File: src/rtl/vga_scan_gen.sv
// ============================================================================
// vga_scan_gen
// ----------------------------------------------------------------------------
// Raster scan generator for the 800x600@60 Hz display path.
//
// The horizontal and vertical counters are the single source of truth for
// where the beam is. They are presented directly as o_X/o_Y so that sprite
// widgets and the colour mux can compute the composited colour for that
// coordinate. The colour comes back on i_redIn/i_greenIn/i_blueIn PIPE pixel
// ticks later. The raw sync and active flags are therefore pushed through a
// matching PIPE-stage delay line, so the pins see sync, blank and colour that
// all belong to the same pixel.
//
// o_frameTick is a one-clock pulse at the start of vertical blank. Widgets
// use it as a clock enable so that motion steps once per frame.
//
// Ports
//   clk           in   1   pixel-domain clock
//   reset         in   1   synchronous, active-high
//   i_pixEn       in   1   pixel-tick clock enable (tie high at 40 MHz)
//   o_X           out  11  horizontal count, 0..H_TOTAL-1
//   o_Y           out  11  vertical count, 0..V_TOTAL-1
//   o_active      out  1   combinational: X < H_VISIBLE && Y < V_VISIBLE
//   o_frameTick   out  1   one-clk pulse after the (H_TOTAL-1, V_VISIBLE-1)
//                          -> (0, V_VISIBLE) pixel tick
//   i_redIn       in   4   composited colour for the coordinate presented
//   i_greenIn     in   4   PIPE ticks earlier
//   i_blueIn      in   4
//   o_hsync       out  1   registered hsync, active level SYNC_POL
//   o_vsync       out  1   registered vsync, active level SYNC_POL
//   o_red         out  4   registered colour, forced to 0 in blanking
//   o_green       out  4
//   o_blue        out  4
//
// Parameters
//   H_VISIBLE/H_FRONT/H_SYNC/H_BACK : horizontal timing in pixels
//   V_VISIBLE/V_FRONT/V_SYNC/V_BACK : vertical timing in lines
//   SYNC_POL                        : active level of both syncs (1 = positive)
//   PIPE                            : render pipeline depth, 0..4
// The line and frame totals must each fit in 11 bits (<= 2047).
// ============================================================================
module vga_scan_gen #(
    parameter int H_VISIBLE = 800,
    parameter int H_FRONT   = 40,
    parameter int H_SYNC    = 128,
    parameter int H_BACK    = 88,
    parameter int V_VISIBLE = 600,
    parameter int V_FRONT   = 1,
    parameter int V_SYNC    = 4,
    parameter int V_BACK    = 23,
    parameter bit SYNC_POL  = 1'b1,
    parameter int PIPE      = 0
) (
    input  logic        clk,
    input  logic        reset,
    input  logic        i_pixEn,
    output logic [10:0] o_X,
    output logic [10:0] o_Y,
    output logic        o_active,
    output logic        o_frameTick,
    input  logic [3:0]  i_redIn,
    input  logic [3:0]  i_greenIn,
    input  logic [3:0]  i_blueIn,
    output logic        o_hsync,
    output logic        o_vsync,
    output logic [3:0]  o_red,
    output logic [3:0]  o_green,
    output logic [3:0]  o_blue
);

    // ------------------------------------------------------------------------
    // Timing constants, all reduced to 11-bit unsigned values so that every
    // compare below is a plain 11-bit unsigned compare.
    // ------------------------------------------------------------------------
    localparam int H_TOTAL = H_VISIBLE + H_FRONT + H_SYNC + H_BACK;
    localparam int V_TOTAL = V_VISIBLE + V_FRONT + V_SYNC + V_BACK;

    localparam logic [10:0] C_H_LAST     = 11'(H_TOTAL - 1);
    localparam logic [10:0] C_V_LAST     = 11'(V_TOTAL - 1);
    localparam logic [10:0] C_H_VIS      = 11'(H_VISIBLE);
    localparam logic [10:0] C_V_VIS      = 11'(V_VISIBLE);
    localparam logic [10:0] C_V_VIS_LAST = 11'(V_VISIBLE - 1);
    localparam logic [10:0] C_HS_START   = 11'(H_VISIBLE + H_FRONT);
    localparam logic [10:0] C_HS_END     = 11'(H_VISIBLE + H_FRONT + H_SYNC);
    localparam logic [10:0] C_VS_START   = 11'(V_VISIBLE + V_FRONT);
    localparam logic [10:0] C_VS_END     = 11'(V_VISIBLE + V_FRONT + V_SYNC);

    localparam logic C_SYNC_ON  = SYNC_POL;
    localparam logic C_SYNC_OFF = ~SYNC_POL;

    // One delay-line entry is {hs, vs, act}; this is the idle/blank value.
    localparam logic [2:0] C_STAGE_IDLE = {C_SYNC_OFF, C_SYNC_OFF, 1'b0};

    // ------------------------------------------------------------------------
    // Signals
    // ------------------------------------------------------------------------
    logic [10:0] r_hCount;
    logic [10:0] r_vCount;
    logic        w_hLast;
    logic        w_vLast;
    logic        w_active;
    logic        w_hs0;
    logic        w_vs0;
    logic [2:0]  w_stage0;
    logic [2:0]  w_stageN;
    logic        r_hsync;
    logic        r_vsync;
    logic [3:0]  r_red;
    logic [3:0]  r_green;
    logic [3:0]  r_blue;
    logic        r_frameTick;

    // End-of-line and end-of-frame detection from the current counts.
    assign w_hLast = (r_hCount == C_H_LAST);
    assign w_vLast = (r_vCount == C_V_LAST);

    // ------------------------------------------------------------------------
    // Raster counters. The horizontal counter steps once per pixel tick and
    // wraps at the end of the line; the vertical counter only moves on that
    // wrap. Reset wins over the pixel enable so a mid-frame reset always lands
    // on (0,0) at the very next clock.
    // ------------------------------------------------------------------------
    always_ff @(posedge clk) begin
        if (reset) begin
            r_hCount <= '0;
            r_vCount <= '0;
        end else if (i_pixEn) begin
            if (w_hLast) begin
                r_hCount <= '0;
                if (w_vLast) begin
                    r_vCount <= '0;
                end else begin
                    r_vCount <= r_vCount + 11'd1;
                end
            end else begin
                r_hCount <= r_hCount + 11'd1;
            end
        end
    end

    // ------------------------------------------------------------------------
    // Stage 0: raw sync and active decoded straight from the counters. These
    // describe the pixel currently presented on o_X/o_Y.
    // ------------------------------------------------------------------------
    assign w_active = (r_hCount < C_H_VIS) && (r_vCount < C_V_VIS);
    assign w_hs0    = ((r_hCount >= C_HS_START) && (r_hCount < C_HS_END))
                      ? C_SYNC_ON : C_SYNC_OFF;
    assign w_vs0    = ((r_vCount >= C_VS_START) && (r_vCount < C_VS_END))
                      ? C_SYNC_ON : C_SYNC_OFF;
    assign w_stage0 = {w_hs0, w_vs0, w_active};

    // ------------------------------------------------------------------------
    // Delay line matching the external render pipeline. It only shifts on a
    // pixel tick, so a pixel's sync/active flags stay aligned with the colour
    // that the widgets return for it. With no render pipeline the stage-0
    // flags feed the output register directly.
    // ------------------------------------------------------------------------
    generate
        if (PIPE == 0) begin : g_noPipe
            assign w_stageN = w_stage0;
        end else begin : g_pipe
            logic [2:0] r_pipe [PIPE];

            // Shift register of {hs, vs, act}; cleared to blank on reset so
            // no partial sync pulse survives a reset.
            always_ff @(posedge clk) begin
                if (reset) begin
                    for (int i = 0; i < PIPE; i++) begin
                        r_pipe[i] <= C_STAGE_IDLE;
                    end
                end else if (i_pixEn) begin
                    r_pipe[0] <= w_stage0;
                    for (int i = 1; i < PIPE; i++) begin
                        r_pipe[i] <= r_pipe[i-1];
                    end
                end
            end

            assign w_stageN = r_pipe[PIPE-1];
        end
    endgenerate

    // ------------------------------------------------------------------------
    // Output register for the DAC pins. Sync comes from the end of the delay
    // line; colour is taken from the widgets only while the delayed active
    // flag is set, so nothing leaks into the blanking interval.
    // ------------------------------------------------------------------------
    always_ff @(posedge clk) begin
        if (reset) begin
            r_hsync <= C_SYNC_OFF;
            r_vsync <= C_SYNC_OFF;
            r_red   <= '0;
            r_green <= '0;
            r_blue  <= '0;
        end else if (i_pixEn) begin
            r_hsync <= w_stageN[2];
            r_vsync <= w_stageN[1];
            if (w_stageN[0]) begin
                r_red   <= i_redIn;
                r_green <= i_greenIn;
                r_blue  <= i_blueIn;
            end else begin
                r_red   <= '0;
                r_green <= '0;
                r_blue  <= '0;
            end
        end
    end

    // ------------------------------------------------------------------------
    // Frame tick. It fires for exactly one clock after the pixel tick that
    // leaves the last visible line, i.e. the move to (0, V_VISIBLE). Because
    // it is recomputed on every clock (not only on pixel ticks) it drops
    // after one clock even when the pixel enable is slow.
    // ------------------------------------------------------------------------
    always_ff @(posedge clk) begin
        if (reset) begin
            r_frameTick <= 1'b0;
        end else begin
            r_frameTick <= i_pixEn && w_hLast && (r_vCount == C_V_VIS_LAST);
        end
    end

    // ------------------------------------------------------------------------
    // Port assignments
    // ------------------------------------------------------------------------
    assign o_X         = r_hCount;
    assign o_Y         = r_vCount;
    assign o_active    = w_active;
    assign o_frameTick = r_frameTick;
    assign o_hsync     = r_hsync;
    assign o_vsync     = r_vsync;
    assign o_red       = r_red;
    assign o_green     = r_green;
    assign o_blue      = r_blue;

endmodule

File: config.mk
export PLATFORM = sky130hd
export DESIGN_NAME = vga_scan_gen
export DESIGN_NICKNAME = d
export VERILOG_FILES = /design/src/rtl/vga_scan_gen.sv
export SDC_FILE = /design/constraint.sdc
export NUM_CORES = 1
export LEC_CHECK = 0
export ABC_CLOCK_PERIOD_IN_PS = 2500
export CAP_MARGIN = 30
export CORE_MARGIN = 5
export CORE_UTILIZATION = 49
export CTS_BUF_LIST = sky130_fd_sc_hd__clkbuf_4
export CTS_CLUSTER_DIAMETER = 120
export DETAILED_ROUTE_END_ITERATION = 10
export GPL_TIMING_DRIVEN = 0
export PLACE_DENSITY = 0.88
export SLEW_MARGIN = 5
export SYNTH_ARGS = -nofsm -noshare
export SYNTH_HDL_FRONTEND = slang
export SYNTH_SLANG_ARGS = --single-unit
File: constraint.sdc
create_clock -name clk -period 2.5 [get_ports clk]
set_input_delay 0.25 -clock clk [delete_from_list [all_inputs] [get_ports clk]]
set_output_delay 0.25 -clock clk [all_outputs]
set_load 0.1 [all_outputs]
==> flow_metrics.tcl <==
set metrics [dict create \
    post-place-cells 287 \
    yosys_register_bits 37 \
    status "complete, no violations" \
    path_clk_slew_ps 110 \
    die_x_um 70.49 \
    path_buf_inv 1 \
    tightest_slew_ps 1001 \
    io_buffers 52 \
    worstSetupEndpointType "output port" \
    cts_buffer_depth 2 \
    slowest_stage "or4b_4" \
    drtAntennaViolNets 0 \
    cts.sinks 37 \
    synth_edf_count 0 \
    cap_violations 0 \
    final_cell_mix "clkdlybuf4s50_1, dfxtp_1, nor2_1" \
    vias 1692 \
    nNetsFinal 265 \
    drive_above_1_share_pct 9.756 \
    layout_commonest_cell "clkdlybuf4s50_1" \
    numCtsBuffers 5 \
    fin_crit_sh_pct 94.11 \
    antenna_cells 0 \
    cts-root-buf "clkbuf_4" \
    period_minus_slack_ps 2353 \
    fmaxAchievable_ghz 0.4250 \
    required_ps 2250 \
    fill_cells 314 \
    tns_ps 0 \
    rows 22 \
    crit_type "reg2out" \
    max-slew-margin-rel_pct 33.06 \
    ys_seq_area_share_pct 41.31 \
    power_leakage_nw 0.8422 \
    cts_tree "built" \
    core_region_area_um2 3606 \
    viasPerCell 5.755 \
    hold_depth 2 \
    synth.area.top_cells "dfxtp_1, a22o_1, nand4_1, xor2_1, nor4_4" \
    hold_end "o_vsync" \
    synth_cell_type_count 41 \
    synthArstFlopShare_pct 0 \
    wl_met3_um 310 \
    synth_top_area_share_pct 41.31 \
    ios 53 \
    rsz0062_at_grt "false" \
    crit_family "simple AND/OR/NAND/NOR gates" \
    drc 0 \
    grt-ovfl-total 0 \
    wl_met1_mm 2.018 \
    cts_hold_buffers 0 \
    antenna_found_initial 0 \
    grt_pass1_wl_mm 7.900 \
    initial_core_util_pct 49.72 \
    wl_per_cell_um 15.60 \
    grt_usage_pct 19.68 \
    setup_violations 0 \
    final_cells 294 \
    dr.pass1.iters 4 \
    syn_inst 187 \
    syn_area_um2 1793 \
    min_path_type "reg2reg" \
    peakVddDrop_mv 0.3736 \
    worstSkewPairLatency_ps 350 \
    final_max_slew_viol_count 0 \
    wl_met2_mm 2.174 \
    syn_nets 206 \
    ys.warnings.count 0 \
    cts_max_level 2 \
    first_global_vias 1634 \
    r2r-end "o_Y[5]" \
    p_per_area_nw_per_um2 498.8 \
    reg2reg_depth 4 \
    routed_wl_mm 4.586 \
    grt_max_degree 12 \
    min_from "o_vsync" \
    dp_hpwl_mm 3.301 \
    syn_area_per_cell_um2 9.588 \
    gp_congestion 0.8769 \
    drt_iter0_drc 125 \
    die_y_um 70.49 \
    cts_setup_buffers 0 \
    area_growth_pct 36.92 \
    synth_top_cell_by_area "dfxtp_1" \
    crit_chain "or4b_4, nor4_4, nor3_4, buf_2" \
    fin_skew_ps 13.63 \
    die_area_um2 4969 \
    critPathMaxStageDelay_ps 610 \
    reg2reg_slack_ps 430 \
    reg2reg_from "o_Y[7]" \
    arrival_ps 2100 \
    synth_flop_cell "dfxtp_1" \
    cp-start-kind "register" \
    cp_max_fo 8 \
    hold_violations 0 \
    top_layer "met4" \
]
final cells by class:
cell class              count  area [µm²]  share of cell area, %
clock inverters             2       35.03                  1.427
well taps                  48       60.06                  2.446
inverters                  11       41.29                  1.682
clock buffers               5       37.54                  1.529
plain buffers               7       41.29                  1.682
repair buffers             52       515.5                  21.00
multi-input cells         132       980.9                  39.96
flip-flops and latches     37       743.2                  30.28
stage by stage:
stage	worst slack (ps)	hold slack, ps	power [mW]	util, %	area [µm²]
floorplan	19.25	382.6	0.7718	-	1807
global placement	-117.0	456.0	0.8330	66.20	2387
detailed placement	-145.1	453.1	0.8366	66.20	2387
CTS	148.6	483.5	1.233	68.08	2455
global route	84.24	484.9	1.253	68.08	2455
finish	147.2	485.4	1.224	68.08	2455
state kept, by name, indices dropped and copies added, names as in the netlist:
signal and flops:
o_frameTick 1, o_vsync 1, o_blue 4, o_X 11, o_hsync 1, o_Y 11, o_green 4, o_red 4
synthesized netlist by cell type, types with 3 or more instances:
library cell and n:
inv_1 11, xnor2_1 3, nor3_1 3, or3_1 6, nor2_1 13, nor4_4 3, and2_1 3, a22o_1 12
and4_1 3, dfxtp_1 37, nand2b_1 4, o32ai_1 6, xor2_1 8, a21oi_1 11, nand3_1 8, nand4_1 12
clkbuf_1 5, ha_1 4, nand2_1 6
routing by layer:
| metal | up-vias | global-route usage, % |
|---|---|---|
| li1 | 824 | - |
| met1 | 797 | 25.97 |
| met2 | 63 | 30.15 |
| met3 | 8 | 6.187 |
| met4 | 0 | 6.809 |
| met5 | - | 0 |
what timing repair did:
action                                  in CTS  in global routing
endpoints found under the hold margin        0                  0
gates resized for setup                      5                  0
endpoints found under the setup margin       1                  0
kinds of logic (layout without fill, tap and decap cells):
logic type                 count (synthesis)  in the layout  synth area share [%]
DFF                                       37             37                 41.31
buffers and inverters                     18             77                 4.606
adders and majority gates                  4              4                 2.791
and+or+nand+nor                           77             77                 28.68
xor gates and xnor gates                  11             11                 5.374
muxes                                      1              1                0.5583
AOI/OAI and AO/OA                         39             39                 16.68
worst max-delay path by stage:
stage                     startpoint       end  slack [ps]  cells past startpoint
final                         o_Y[7]  o_active         150                      4
after global routing          o_Y[7]  o_active          80                      4
after CTS                     o_Y[7]  o_active         150                      4
after detailed placement      o_Y[7]  o_active        -150                      4
after global placement        o_Y[7]  o_active        -120                      4
after floorplan               o_Y[0]    o_Y[5]          20                      5
worst reg2reg max path: stages (launching register included):
cell,delay (ps)
dfxtp_1,400
nor4b_1,500
nand4_1,510
a2111oi_2,460
a2111oi_2,90
power breakdown:
part           internal, mW  leakage (nW)  switching (mW)
registers             0.605         0.301          0.0121
logic                0.0611         0.500           0.145
clock network         0.204        0.0410           0.198
total                 0.870         0.842           0.355
Note: power is estimated with default switching activity, not from simulation.
==> RTL edit 1 (same flow settings) <==
Set the parameter `SYNC_POL` to 1'b0 (it was 1'b1).
--- a/src/rtl/vga_scan_gen.sv
+++ b/src/rtl/vga_scan_gen.sv
@@ -50,3 +50,3 @@
     parameter int V_BACK    = 23,
-    parameter bit SYNC_POL  = 1'b1,
+    parameter bit SYNC_POL  = 1'b0,
     parameter int PIPE      = 0
Formal check against the unedited RTL: not equivalent (Yosys sat finds a counterexample within 4 cycles, from zero or initial values and one cycle with reset high).
==> RTL edit 1 against the original RTL <==
- total power down 8.8%
- final area unchanged
- routed wire length down 1.8%
- utilization unchanged
- worst setup slack better by 0.066 ns
- synthesized area up 0.14%
- sequential cell count unchanged
- sequential share of layout area up 0.56 points
- worst hold slack worse by 0.098 ns
- first-iteration DRC count down 23%
==> RTL edit 1: results (changes against the original RTL) <==
{
  "pwr": {
    "power.static_leakage": {"value": 0.000823, "unit": "µW", "change": "-2.3%"},
    "irDropWorstVdd": {"value": 0.255, "unit": "mV", "change": "-32%"}
  },
  "cells_and_area": {
    "filler_cell_count_in_the_final_layout": {"value": 320, "change": "+1.9%"},
    "nNetsFinal": {"value": 280, "change": "+5.7%"},
    "layout-drive-gt1-share": {"value": 11.1, "unit": "%", "change": "+1.3 points"},
    "insertedDiodeCount": {"value": 0, "change": "unchanged"},
    "finish.cell_count_without_fillers": {"value": 310, "change": "+5.4%"}
  },
  "status": {
    "outcome": "finished clean"
  },
  "yosys": {
    "netlist_top_cells_area": "sky130_fd_sc_hd__dfxtp_1 41%, sky130_fd_sc_hd__o32ai_1 5.9%, sky130_fd_sc_hd__nand2b_1 4.9%",
    "synth.cells.most_frequent": "37 x sky130_fd_sc_hd__dfxtp_1, 18 x sky130_fd_sc_hd__inv_1, 18 x sky130_fd_sc_hd__nor2_1",
    "postSynthCellCount": {"value": 203, "change": "+8.6%"},
    "post_synth_num_cell_types": {"value": 40, "change": "-2.4%"},
    "yosysSeqAreaShare": {"value": 41.3, "unit": "%", "change": "-0.058 points"},
    "synthesized_net_count": {"value": 222, "change": "+7.8%"}
  },
  "timing": {
    "timing_worst_slew_pin_value": {"value": 0.995, "unit": "ns", "change": "-0.00554 ns"},
    "clock-skew-final": {"value": 0.00830, "unit": "ns", "change": "-0.00533 ns"}
  },
  "clock_tree": {
    "clock_insertion_delay_worst_skew": {"value": 0.33, "unit": "ns", "change": "-0.02 ns"},
    "clock_tree.htree_level_count": {"value": 2, "change": "unchanged"},
    "cts.root.buffer_cell": "sky130_fd_sc_hd__clkbuf_4",
    "post_cts_repair_timing_setup_buffer_count": {"value": 0, "change": "unchanged"}
  },
  "placed_design": {
    "dpl.cell_count": {"value": 302, "change": "+5.2%"},
    "buffer_ports.inserted": {"value": 51, "change": "-1.9%"},
    "gp_congestion": {"value": 0.846, "change": "-3.5%"},
    "detailedPlacementHpwl": {"value": 3410, "unit": "µm", "change": "+3.3%"}
  },
  "worst_hold_path": {
    "min_delay_path_depth": {"value": 3, "change": "+1"},
    "hold_path.class": "in2reg"
  },
  "grt": {
    "grt_antenna_before_repair": {"value": 0, "change": "unchanged"},
    "track_usage": {"value": 18.6, "unit": "%", "change": "-1.1 points"},
    "wire_length_of_the_first_global_routing_pass": {"value": 7510, "unit": "µm", "change": "-5.0%"},
    "first_global_vias": {"value": 1627, "change": "-0.43%"}
  },
  "drt": {
    "detailroute.via_count": {"value": 1707, "change": "+0.89%"},
    "drt_iter0_markers": {"value": 96, "change": "-23%"},
    "drt_pre_antenna_iters": {"value": 4, "change": "unchanged"},
    "wl_per_instance": {"value": 14.5, "unit": "µm", "change": "-6.9%"}
  },
  "critical_path": {
    "worstPathMaxFanout": {"value": 10, "change": "+2"},
    "worst_r2r_path_depth": {"value": 6, "change": "+2"}
  }
}
==> RTL edit 1: layout make-up <==
cell class	instances	area share (%)
clock inverters	3	0.510
clock buffers	5	1.53
flip-flops and latches	37	30.8
repair buffers	51	20.8
plain buffers	13	2.60
inverters	18	2.75
multi-input cells	135	38.5
well taps	48	2.45
==> RTL edit 1: where the power goes <==
group | switching (µW) | internal (µW) | leakage (µW)
combinational | 151 | 62.8 | 0.000486
sequential | 10.1 | 605 | 0.000307
clock | 186 | 102 | 0.0000300
==> RTL edit 1: path summary, 6_finish.rpt <==
| check | endpoint | start | slack [ns] |
|---|---|---|---|
| max | o_Y[6] | o_X[3] | 0.21 |
| min | o_blue[3] | reset | 0.39 |
| max reg2reg | o_Y[6] | o_X[3] | 0.21 |
| min reg2reg | o_red[1] | o_red[1] | 0.48 |
==> RTL edit 1: repair_timing <==
action | CTS | global route
gates resized for setup | 3 | 1
endpoints found under the hold margin | 0 | 0
gates cloned | 0 | 0
endpoints found under the setup margin | 1 | 1
==> RTL edit 1: through the flow <==
stage               setup WS [ns]  total power [µW]  TNS, ns  cell area, µm²
floorplan                  0.0755               780        0            1830
detailed placement        -0.0598               843  -0.0598            2400
global placement          0.00907               839        0            2400
CTS                        0.0546              1130        0            2450
finish                      0.213              1120        0            2450
global route               0.0137              1160        0            2450
==> RTL edit 1: logic make-up (layout without fill, tap and decap cells) <==
kind of cell               after synthesis  after routing  share of synthesized area, %
and+or+nand+nor                         83             83                          27.4
DFF                                     37             37                          41.3
AOI/OAI and AO/OA                       33             33                          13.9
buffers and inverters                   31             90                          7.32
xor gates and xnor gates                14             14                          6.83
adders and majority gates                4              4                          2.79
muxes                                    1              1                         0.558
==> RTL edit 1: per-layer routing <==
layer | GRT usage, % | wire [µm] | up-vias
met1 | 22.9 | 1950 | 796
met3 | 3.55 | 264 | 9
met2 | 32.0 | 2210 | 59
li1 | - | - | 843
met5 | 0 | 0 | -
met4 | 7.10 | 83 | 0
==> RTL edit 1: critical path, stage by stage (launching register included) <==
cell	delay [ns]
sky130_fd_sc_hd__dfxtp_2	0.34
sky130_fd_sc_hd__clkbuf_1	0.23
sky130_fd_sc_hd__nand4_1	0.41
sky130_fd_sc_hd__or3_4	0.49
sky130_fd_sc_hd__buf_6	0.15
sky130_fd_sc_hd__or4_1	0.46
sky130_fd_sc_hd__a21oi_1	0.15
==> RTL edit 2 (config.mk and constraints unchanged) <==
Without the edit above. Remove the register `r_frameTick`: a continuous assignment takes its place, so the output `o_frameTick` follows one clock earlier.
--- a/src/rtl/vga_scan_gen.sv
+++ b/src/rtl/vga_scan_gen.sv
@@ -215,9 +215,3 @@
     // ------------------------------------------------------------------------
-    always_ff @(posedge clk) begin
-        if (reset) begin
-            r_frameTick <= 1'b0;
-        end else begin
-            r_frameTick <= i_pixEn && w_hLast && (r_vCount == C_V_VIS_LAST);
-        end
-    end
+    assign r_frameTick = i_pixEn && w_hLast && (r_vCount == C_V_VIS_LAST);
 
Function: same outputs for any inputs over 10 cycles, from zero or initial values and one cycle with reset high; that may be too few to reach the edited logic, so the function may still have changed.
==> RTL edit 2 against the original RTL <==
- worst setup slack gained 0.051 ns
- sequential cell count down 1
- final area fell by 3.0%
- highest routed layer unchanged
- clock power is 3% higher
- synthesized area fell by 7.0%
- critical path depth rose by 3
- total power is 0.89% higher
- largest cell class unchanged
- routed wire length is 5.9% lower
- critical path type unchanged
==> RTL edit 2: results (changes against the original RTL) <==
{
  "status": {
    "outcome": "finished clean"
  },
  "placed_design": {
    "postPlaceCellArea": {"value": 2290, "unit": "µm²", "change": "-3.9%"},
    "placement.setup.worst_slack": {"value": -0.646, "unit": "ns", "change": "-0.501 ns"},
    "detailedPlacementHpwl": {"value": 3050, "unit": "µm", "change": "-7.6%"}
  },
  "clock_tree": {
    "ctsResizeCount": {"value": 9, "change": "+4"}
  },
  "critical_path": {
    "crit_slowest_cell": "sky130_fd_sc_hd__dfxtp_4"
  },
  "grt": {
    "first_global_vias": {"value": 1500, "change": "-8.2%"},
    "wire_length_of_the_first_global_routing_pass": {"value": 7200, "unit": "µm", "change": "-8.9%"},
    "met1_track_demand_over_resource": {"value": 28.1, "unit": "%", "change": "+2.1 points"},
    "grt_util_met3": {"value": 6.57, "unit": "%", "change": "+0.38 points"}
  },
  "cells_and_area": {
    "nNetsFinal": {"value": 262, "change": "-1.1%"}
  },
  "yosys": {
    "syn-mean-instance-area": {"value": 9.06, "unit": "µm²", "change": "-5.5%"},
    "yosysSeqAreaShare": {"value": 43.2, "unit": "%", "change": "+1.9 points"},
    "netlist_top_cells_area": "sky130_fd_sc_hd__dfxtp_1 43%, sky130_fd_sc_hd__a22o_1 6.3%, sky130_fd_sc_hd__xor2_1 3.7%",
    "synthMuxAreaShare": {"value": 0.601, "unit": "%", "change": "+0.042 points"},
    "synth.cells.most_frequent": "36 x sky130_fd_sc_hd__dfxtp_1, 15 x sky130_fd_sc_hd__nand2_1, 14 x sky130_fd_sc_hd__nor2_1",
    "post_synth_num_cell_types": {"value": 40, "change": "-2.4%"},
    "synth_fa_ha_area_share": {"value": 3.00, "unit": "%", "change": "+0.21 points"}
  },
  "drt": {
    "detailroute.via_count": {"value": 1620, "change": "-4.3%"},
    "met2_length": {"value": 2050, "unit": "µm", "change": "-5.5%"},
    "detail_route.wirelength.met1": {"value": 1910, "unit": "µm", "change": "-5.3%"},
    "wl_per_instance": {"value": 14.9, "unit": "µm", "change": "-4.6%"},
    "drt_iter0_markers": {"value": 126, "change": "+0.80%"},
    "met3_wire_length": {"value": 309, "unit": "µm", "change": "-0.32%"},
    "wirelength": {"value": 4320, "unit": "µm", "change": "-5.9%"}
  },
  "pwr": {
    "power.static_leakage": {"value": 0.000855, "unit": "µW", "change": "+1.6%"},
    "irDropWorstVdd": {"value": 0.410, "unit": "mV", "change": "+9.7%"}
  }
}
[RTL edit 2: changes by cell type in the layout (fill, tap and decap cells not counted), sizes merged, moves of 3 or more]
cell   change
nand2      +8
nand4      -5
buf        +3
or3        -3
and2       -3
nor4       -3
[RTL edit 2: where the power goes]
group	switching, µW	internal, µW
registers	14.7	590
clock network	192	221
logic	154	64.4
total	360	875
[RTL edit 2: final cells by class]
class	instances	area [µm²]	area share, %
clock inverters	2	35.0	1.47
flip-flops and latches	36	744	31.3
clock buffers	6	45.0	1.89
well taps	46	57.6	2.42
plain buffers	9	42.5	1.79
inverters	9	33.8	1.42
multi-input cells	130	897	37.7
repair buffers	52	527	22.1
[RTL edit 2: final timing paths]
path / startpoint / endpoint / slack (ns) / cells after the start
worst max-delay path: o_X[0] / o_frameTick / 0.20 / 7
worst min-delay path: o_green[0] / o_green[0] / 0.48 / 1
worst max register to register: o_Y[7] / o_blue[0] / 0.70 / 5
worst min register to register: o_green[0] / o_green[0] / 0.48 / 1
